<file path="config.mk">
export PLATFORM = sky130hd
export DESIGN_NAME = mem_port_arbiter
export DESIGN_NICKNAME = d
export VERILOG_FILES = /design/src/rtl/mem_port_arbiter.sv
export SDC_FILE = /design/constraint.sdc
export NUM_CORES = 1
export LEC_CHECK = 0
export ABC_AREA = 0
export CAP_MARGIN = 40
export CORE_AREA = 10 10 202 204
export CTS_CLUSTER_SIZE = 10
export DETAILED_ROUTE_END_ITERATION = 12
export DIE_AREA = 0 0 212 214
export PLACE_DENSITY = 0.67
export SLEW_MARGIN = 20
export SYNTH_ARGS = -nofsm -noshare
export SYNTH_HDL_FRONTEND = slang
export SYNTH_SLANG_ARGS = --single-unit
</file>
<file path="constraint.sdc">
create_clock -name clk_i -period 2.08 [get_ports clk_i]
set_input_delay 0.52 -clock clk_i [delete_from_list [all_inputs] [get_ports clk_i]]
set_output_delay 0.52 -clock clk_i [all_outputs]
set_load 0.05 [all_outputs]
</file>
<file path="src/rtl/mem_port_arbiter.sv">
// Shares one external memory port between the fetch and load/store paths.
// It keeps one transaction outstanding and grants round-robin on contention.
//
// state | meaning
// IDLE  | no transaction in flight; pick a requester and latch its payload
// REQ   | mem_req_o and payload held stable until mem_gnt_i
// RESP  | waiting for mem_rvalid_i while the watchdog counts toward TIMEOUT
module mem_port_arbiter #(
    parameter int unsigned ADDR_W  = 64,
    parameter int unsigned DATA_W  = 64,
    parameter int unsigned TAG_W   = 4,
    parameter int unsigned TIMEOUT = 255
) (
    input  logic              clk_i,
    input  logic              rst_ni,
    input  logic              flush_i,
    input  logic              fetch_req_i,
    input  logic [ADDR_W-1:0] fetch_addr_i,
    input  logic [1:0]        fetch_size_i,
    output logic              fetch_ack_o,
    output logic [DATA_W-1:0] fetch_rdata_o,
    output logic              fetch_err_o,
    input  logic              d_valid_i,
    output logic              d_ready_o,
    input  logic              d_we_i,
    input  logic [ADDR_W-1:0] d_addr_i,
    input  logic [1:0]        d_size_i,
    input  logic [DATA_W-1:0] d_wdata_i,
    input  logic [TAG_W-1:0]  d_tag_i,
    output logic              d_resp_valid_o,
    output logic [TAG_W-1:0]  d_resp_tag_o,
    output logic [DATA_W-1:0] d_resp_rdata_o,
    output logic              d_resp_err_o,
    output logic              mem_req_o,
    output logic              mem_we_o,
    output logic [ADDR_W-1:0] mem_addr_o,
    output logic [1:0]        mem_size_o,
    output logic [DATA_W-1:0] mem_wdata_o,
    input  logic              mem_gnt_i,
    input  logic              mem_rvalid_i,
    input  logic [DATA_W-1:0] mem_rdata_i,
    input  logic              mem_err_i
);
    localparam int unsigned CNT_W = $clog2(TIMEOUT + 1);

    typedef enum logic [1:0] {IDLE, REQ, RESP} state_e;

    state_e              state_q, state_d;
    logic                last_d_q, last_d_d;
    logic                owner_d_q, owner_d_d;
    logic                drop_q, drop_d;
    logic [CNT_W-1:0]    cnt_q, cnt_d;
    logic [TAG_W-1:0]    tag_q, tag_d;
    logic                mem_req_q, mem_req_d;
    logic                mem_we_q, mem_we_d;
    logic [ADDR_W-1:0]   mem_addr_q, mem_addr_d;
    logic [1:0]          mem_size_q, mem_size_d;
    logic [DATA_W-1:0]   mem_wdata_q, mem_wdata_d;
    logic                fetch_ack_q, fetch_ack_d;
    logic [DATA_W-1:0]   fetch_rdata_q, fetch_rdata_d;
    logic                fetch_err_q, fetch_err_d;
    logic                d_resp_valid_q, d_resp_valid_d;
    logic [TAG_W-1:0]    d_resp_tag_q, d_resp_tag_d;
    logic [DATA_W-1:0]   d_resp_rdata_q, d_resp_rdata_d;
    logic                d_resp_err_q, d_resp_err_d;

    logic                pend_f, pend_d, sel_d, timeout, retire;
    logic [DATA_W-1:0]   rsp_rdata;
    logic                rsp_err;

    // Data wins a tie only when fetch was served last.
    assign pend_f    = fetch_req_i & ~flush_i;
    assign pend_d    = d_valid_i;
    assign sel_d     = pend_d & (~pend_f | ~last_d_q);
    assign d_ready_o = (state_q == IDLE) & sel_d;

    assign timeout   = (cnt_q == CNT_W'(TIMEOUT - 1));
    assign retire    = mem_rvalid_i | timeout;
    assign rsp_rdata = (mem_rvalid_i & ~mem_we_q) ? mem_rdata_i : '0;
    assign rsp_err   = mem_rvalid_i ? mem_err_i : 1'b1;

    always_comb begin
        state_d        = state_q;
        last_d_d       = last_d_q;
        owner_d_d      = owner_d_q;
        drop_d         = drop_q;
        cnt_d          = cnt_q;
        tag_d          = tag_q;
        mem_req_d      = mem_req_q;
        mem_we_d       = mem_we_q;
        mem_addr_d     = mem_addr_q;
        mem_size_d     = mem_size_q;
        mem_wdata_d    = mem_wdata_q;
        fetch_ack_d    = 1'b0;
        fetch_rdata_d  = fetch_rdata_q;
        fetch_err_d    = fetch_err_q;
        d_resp_valid_d = 1'b0;
        d_resp_tag_d   = d_resp_tag_q;
        d_resp_rdata_d = d_resp_rdata_q;
        d_resp_err_d   = d_resp_err_q;

        case (state_q)
            IDLE: begin
                if (pend_f | pend_d) begin
                    owner_d_d = sel_d;
                    last_d_d  = sel_d;
                    mem_req_d = 1'b1;
                    state_d   = REQ;
                    if (sel_d) begin
                        mem_we_d    = d_we_i;
                        mem_addr_d  = d_addr_i;
                        mem_size_d  = d_size_i;
                        mem_wdata_d = d_wdata_i;
                        tag_d       = d_tag_i;
                    end else begin
                        mem_we_d    = 1'b0;
                        mem_addr_d  = fetch_addr_i;
                        mem_size_d  = fetch_size_i;
                        mem_wdata_d = '0;
                    end
                end
            end
            REQ: begin
                if (flush_i & ~owner_d_q) drop_d = 1'b1;
                if (mem_gnt_i) begin
                    mem_req_d = 1'b0;
                    cnt_d     = '0;
                    state_d   = RESP;
                end
            end
            RESP: begin
                if (flush_i & ~owner_d_q) drop_d = 1'b1;
                cnt_d = cnt_q + CNT_W'(1);
                if (retire) begin
                    if (owner_d_q) begin
                        d_resp_valid_d = 1'b1;
                        d_resp_tag_d   = tag_q;
                        d_resp_rdata_d = rsp_rdata;
                        d_resp_err_d   = rsp_err;
                    end else if (!(drop_q | flush_i)) begin
                        fetch_ack_d   = 1'b1;
                        fetch_rdata_d = rsp_rdata;
                        fetch_err_d   = rsp_err;
                    end
                    drop_d  = 1'b0;
                    cnt_d   = '0;
                    state_d = IDLE;
                end
            end
            default: state_d = IDLE;
        endcase
    end

    always_ff @(posedge clk_i or negedge rst_ni) begin
        if (!rst_ni) begin
            state_q        <= IDLE;
            last_d_q       <= 1'b0;
            owner_d_q      <= 1'b0;
            drop_q         <= 1'b0;
            cnt_q          <= '0;
            tag_q          <= '0;
            mem_req_q      <= 1'b0;
            mem_we_q       <= 1'b0;
            mem_addr_q     <= '0;
            mem_size_q     <= '0;
            mem_wdata_q    <= '0;
            fetch_ack_q    <= 1'b0;
            fetch_rdata_q  <= '0;
            fetch_err_q    <= 1'b0;
            d_resp_valid_q <= 1'b0;
            d_resp_tag_q   <= '0;
            d_resp_rdata_q <= '0;
            d_resp_err_q   <= 1'b0;
        end else begin
            state_q        <= state_d;
            last_d_q       <= last_d_d;
            owner_d_q      <= owner_d_d;
            drop_q         <= drop_d;
            cnt_q          <= cnt_d;
            tag_q          <= tag_d;
            mem_req_q      <= mem_req_d;
            mem_we_q       <= mem_we_d;
            mem_addr_q     <= mem_addr_d;
            mem_size_q     <= mem_size_d;
            mem_wdata_q    <= mem_wdata_d;
            fetch_ack_q    <= fetch_ack_d;
            fetch_rdata_q  <= fetch_rdata_d;
            fetch_err_q    <= fetch_err_d;
            d_resp_valid_q <= d_resp_valid_d;
            d_resp_tag_q   <= d_resp_tag_d;
            d_resp_rdata_q <= d_resp_rdata_d;
            d_resp_err_q   <= d_resp_err_d;
        end
    end

    assign mem_req_o      = mem_req_q;
    assign mem_we_o       = mem_we_q;
    assign mem_addr_o     = mem_addr_q;
    assign mem_size_o     = mem_size_q;
    assign mem_wdata_o    = mem_wdata_q;
    assign fetch_ack_o    = fetch_ack_q;
    assign fetch_rdata_o  = fetch_rdata_q;
    assign fetch_err_o    = fetch_err_q;
    assign d_resp_valid_o = d_resp_valid_q;
    assign d_resp_tag_o   = d_resp_tag_q;
    assign d_resp_rdata_o = d_resp_rdata_q;
    assign d_resp_err_o   = d_resp_err_q;

endmodule

</file>
Yosys cells after proc, flatten, opt, wreduce, memory -nomap -nowiden --
Index checks and enable logic that the tools add are counted.
Word-level totals: bits in registers 284, output and inout port bits 269, input port bits 273, logic and storage cells 74
Cells by class: bitwise operators 14, add/sub/neg operators 1, equal/unequal tests 6, reductions and logical operators 10, mux-type cells 26
Operator list (number):
- $mux W64 | 3
- $mux W8 | 2
- $pmux W8 S2 | 1
- $mux W1 | 13
- $reduce_and A3 Y1 | 4
- $add A8 B1 Y8 const B | 1
- $eq A8 B8 Y1 const B | 1
- $mux W2 | 4
- $pmux W2 S3 | 1
- $and A1 B1 Y1 | 5
- $not A1 Y1 | 5
- $ne A2 B2 Y1 const B | 2
- $or A1 B1 Y1 | 4
- $pmux W1 S2 | 2
- $reduce_and A2 Y1 | 2
- $reduce_and A4 Y1 | 1
- $reduce_bool A2 Y1 | 2
- $eq A2 B1 Y1 const B | 1
- $eq A2 B2 Y1 const B | 1
- $logic_not A2 Y1 | 1
- $ne A2 B1 Y1 const B | 1

Logic depth before layout (Yosys ltp) --
depth after elaboration 6, mapped depth 8, mapped depth without buffers 7

Worst setup path before layout --
Ideal clock, no wire load.
path kind input port to output port, start input port fetch_req_i, end output port d_ready_o, required time 1.560 ns, setup slack 0.063 ns, buffers on the path 2, stages on the path 5, data arrival time 1.497 ns, path through nor2b_2 a21bo_2 buf_4 nor2_4 buf_2
Between the ends: cells in the longest elaborated chain, start to end 5
Ends and longest elaborated chain:
- start: declaration | line 17 | input logic fetch_req_i,
- $and A1 B1 Y1 | line 72 | assign pend_f = fetch_req_i & ~flush_i;
- $not A1 Y1 | line 74 | assign sel_d = pend_d & (~pend_f | ~last_d_q);
- $or A1 B1 Y1 | line 74
- $and A1 B1 Y1 | line 74
- $and A1 B1 Y1 | line 75 | assign d_ready_o = (state_q == IDLE) & sel_d;
- end: declaration | line 24 | output logic d_ready_o,
No other way between the ends.

Final worst setup path --
start register state_q[1], end output port d_ready_o
Between the ends: cells in the longest elaborated chain, start to end 2
Ends and longest elaborated chain:
- start: declaration | line 48 | state_e state_q, state_d;
- start signal: assignment | line 175 | state_q <= state_d;
- $logic_not A2 Y1 | line 75
- $and A1 B1 Y1 | line 75
No other way between the ends.

==> summary.txt <==
Clock network
  – CTS buffer count: 34
  – H-tree depth: 2
  – CTS tree: yes
  – CTS clock-pin slew for the worst setup and hold paths: 0.05 ns
  – CTS root buf: clkbuf_16
  – Clock buffer depth: 3
  – Worst-skew pair later-pin latency: 0.51 ns
  – Clk sinks: 284

Placed design
  – IO Port Bufs: 541
  – Gp weighted congestion: 0.920
  – Dpl cells: 1,851
  – Hpwl dp: 34,700 um

Setup path
  – CP Max Fanout: 3
  – CP Data Required Time: 1.56 ns
  – Crit path arrival time: 1.59 ns
  – R2r worst-path depth: 8
  – Worst setup path class: flop to output pin
  – Setup crit start kind: flop
  – R2R Setup Slk: 0.24 ns
  – Max incr delay on CP: 0.40 ns
  – Slowest cell on the critical path: dfrtp_1
  – Most used cell, CP: buf_12
  – Worst r2r dst: fetch_rdata_o[26]
  – Crit path cell chain: inv_2 > ha_4 > inv_4 > nor2_4 > buf_12 > buf_12
  – CP bufs+invs: 4
  – Delay-heaviest family, CP: buffers and inverters
  – Crit end category: output pin
  – Worst r2r src: state_q[0]

Power
  – Pwr/cell area: 1720 nW/um^2
  – Worst vdd ir: 0.00129 V
  – Pleak: 8.88 nW

STA
  – Setup ws final: -0.0348 ns
  – Slew Viols, Final: 0
  – RSZ-0062 raised after global routing: true
  – Worst-Margin Slew: 0.544 ns
  – Rel. slew slack: 63.9%
  – Final hold violations: 0
  – Fin crit period: 2.11 ns
  – F_max: 0.473 GHz
  – Setup-failing EPs final: 1
  – Part of the cycle the worst path needs: 102%
  – Clk_skew: 0.0219 ns

Yosys
  – Synth warn: 0
  – Cell Area, Synth: 11,100 um^2
  – Top cell type by total area after synthesis: dfrtp_1
  – Syn Nets: 1,104
  – Area contributors post-synth: dfrtp_1, a22o_1, mux2i_1
  – FF+latch count, synth: 284
  – Mapped Cells: 824
  – Sequential-to-total area share from yosys stat: 63.9%
  – Share of the synthesized area in the top cell type: 63.9%
  – Avg Synthesized Cell Area: 13.5 um^2
  – Yosys cell types: 37

Floorplanning
  – IO Count: 542
  – Die area: 45,400 um^2
  – Core footprint: 37,000 um^2
  – Width of the die: 212 um
  – Chip height: 214 um
  – Cell Rows: 71
  – Starting density of the core: 30.0%

Global route
  – Largest net degree at the start of global routing: 65
  – Initial antenna violation count: 9
  – First-pass GRT wire length: 65,100 um
  – Vias in the first global route: 10.1k
  – Grt total ovfl: 0
  – Overall Global Routing Usage: 18.7%

Routing
  – Final WL: 43,700 um
  – Via density: 4.88
  – Drt pass-1 iters: 5
  – DRC marker count from the first detailed-route iteration: 450
  – Post-route antenna net violation count: 0
  – Total number of vias: 9,263
  – Post-DR wirelength/cell: 23.0 um
  – DRC viols: 0

Layout
  – Fin cells: 1,899
  – Final net count: 1,698
  – Final core utilization: 48.7%
  – Layout overhead on the synthesized area: 62.1%
  – Layout cells sized above 1: 20.8%

Worst hold path
  – Worst hold path startpoint: mem_addr_o[28]
  – Hold-critical path depth: 2
  – Hold Crit Class: flop to flop
  – Worst Hold End: mem_addr_o[28]

Status
  – Failing checks: setup timing
  – Status: finished with violations

Run
  – Max_cap viols: 0
cell type report:
type                       instances  area (um^2)
antenna                            4         10.0
clock buffer                      37          883
clock inverter                     2         38.8
fill                            3377        19000
inverter                           8         32.5
multi-input combinational        469         3590
sequential                       284         7110
tap                              474          593
timing repair buffer             621         5780
worst max-delay path by stage:
stage           startpoint         endpoint  slack, ns  cells after the start
2_1_floorplan  fetch_req_i        d_ready_o       0.06                      5
3_3_place_gp       flush_i        d_ready_o      -0.28                      5
3_5_place_dp       flush_i  mem_wdata_o[24]      -0.33                      7
4_1_cts         state_q[1]        d_ready_o      -0.11                      5
5_1_grt         state_q[1]        d_ready_o       -0.1                      6
6_report        state_q[1]        d_ready_o      -0.03                      6
metal layers:
layer  up-vias  track usage [%]  share of wire, %
met5         -                0              0.13
met4         8             6.67               3.1
met3        77             8.18                11
met2       466             31.6                49
met1      4471             20.4                37
li1       4241                -                 -
sequential cells by signal, summed over array words and instances, names as in the netlist, 2 cells and up:
register and cells:
mem_wdata_o 64, state_q 2, mem_addr_o 64, tag_q 4, d_resp_tag_o 4, mem_size_o 2
fetch_rdata_o 64, cnt_q 8, d_resp_rdata_o 64
worst min-delay path: stages, from the launching register on:
cell     delay, ns
dfrtp_1       0.33
nand2_1       0.04
o21ai_0       0.06
cells in the mapped netlist:
cell type / count
o311ai_1: 1
clkbuf_1: 16
o22ai_1: 1
inv_1: 8
buf_4: 5
xnor2_1: 3
nand4_2: 1
nor2_4: 1
o21ai_1: 40
a21oi_1: 3
a31oi_1: 1
a21bo_2: 1
nor2_1: 6
mux2_2: 10
nand2_1: 78
or3_4: 1
nor3_1: 3
nor2b_2: 1
o21ai_0: 28
o31ai_4: 1
nand2b_1: 1
o31ai_1: 3
or3_1: 1
ha_1: 7
buf_2: 20
nor3_2: 1
nor3_4: 1
mux2i_1: 68
nand3_1: 2
buf_6: 22
a21o_1: 2
nand4_1: 1
a22o_1: 194
o21ai_2: 2
o32a_1: 2
dfrtp_1: 284
nor2b_1: 4
report_power, final:
group | internal, mW | total [mW] | switching [mW]
Clock | 3.10 | 5.21 | 2.11
Sequential | 7.78 | 9.15 | 1.37
Combinational | 5.32 | 16.6 | 11.3
repair_timing:
action,4_1_cts,5_1_grt
resized for setup,128,1
pin swaps,1,1
hold buffers,1,0
buffers inserted,2,2
endpoints found under the hold margin,24,0
setup endpoints to repair,119,1
stage by stage:
step	setup slack, ns	setup TNS, ns	cell area [um^2]	power [mW]	hold WS [ns]
final	-0.0348	-0.0348	18000	30.9	0.474
after global routing	-0.0998	-0.0998	18000	32.4	0.493
after CTS	-0.113	-0.113	18000	31.3	0.468
after detailed placement	-0.327	-35.27	17200	26.5	0.419
after global placement	-0.280	-26.86	17200	26.3	0.420
after floorplan	0.0631	0	11100	19.7	0.224
cells by family (layout without fill, tap and decap cells):
kind of cell / count (synthesis) / in the layout / share of synthesized area (%)
compound gates: 279 / 279 / 19.6
xor+xnor: 3 / 3 / 0.236
other cells: 0 / 4 / 0
buf+inv: 71 / 668 / 4.27
mux: 78 / 78 / 7.13
simple gates: 102 / 102 / 4.08
fa+ha+maj: 7 / 7 / 0.787
flops: 284 / 284 / 63.9
layout by cell type (no fill, tap or decap), types with 2 or more instances in the layout:
cell type	n
a21o_1	2
a21oi_1	3
a22o_1	194
buf_12	23
buf_4	207
clkbuf_1	2
clkbuf_16	35
clkdlybuf4s50_1	268
dfrtp_1	283
diode_2	4
dlygate4sd2_1	121
ha_1	6
inv_1	5
inv_2	2
mux2_2	10
mux2i_1	68
nand2_1	76
nand2_2	2
nand3_1	2
nor2_1	6
nor2b_1	4
nor3_1	3
nor3_4	2
o21ai_0	28
o21ai_1	40
o31ai_1	3
o32a_1	2
xnor2_1	3
(Power assumes the default switching activity.)
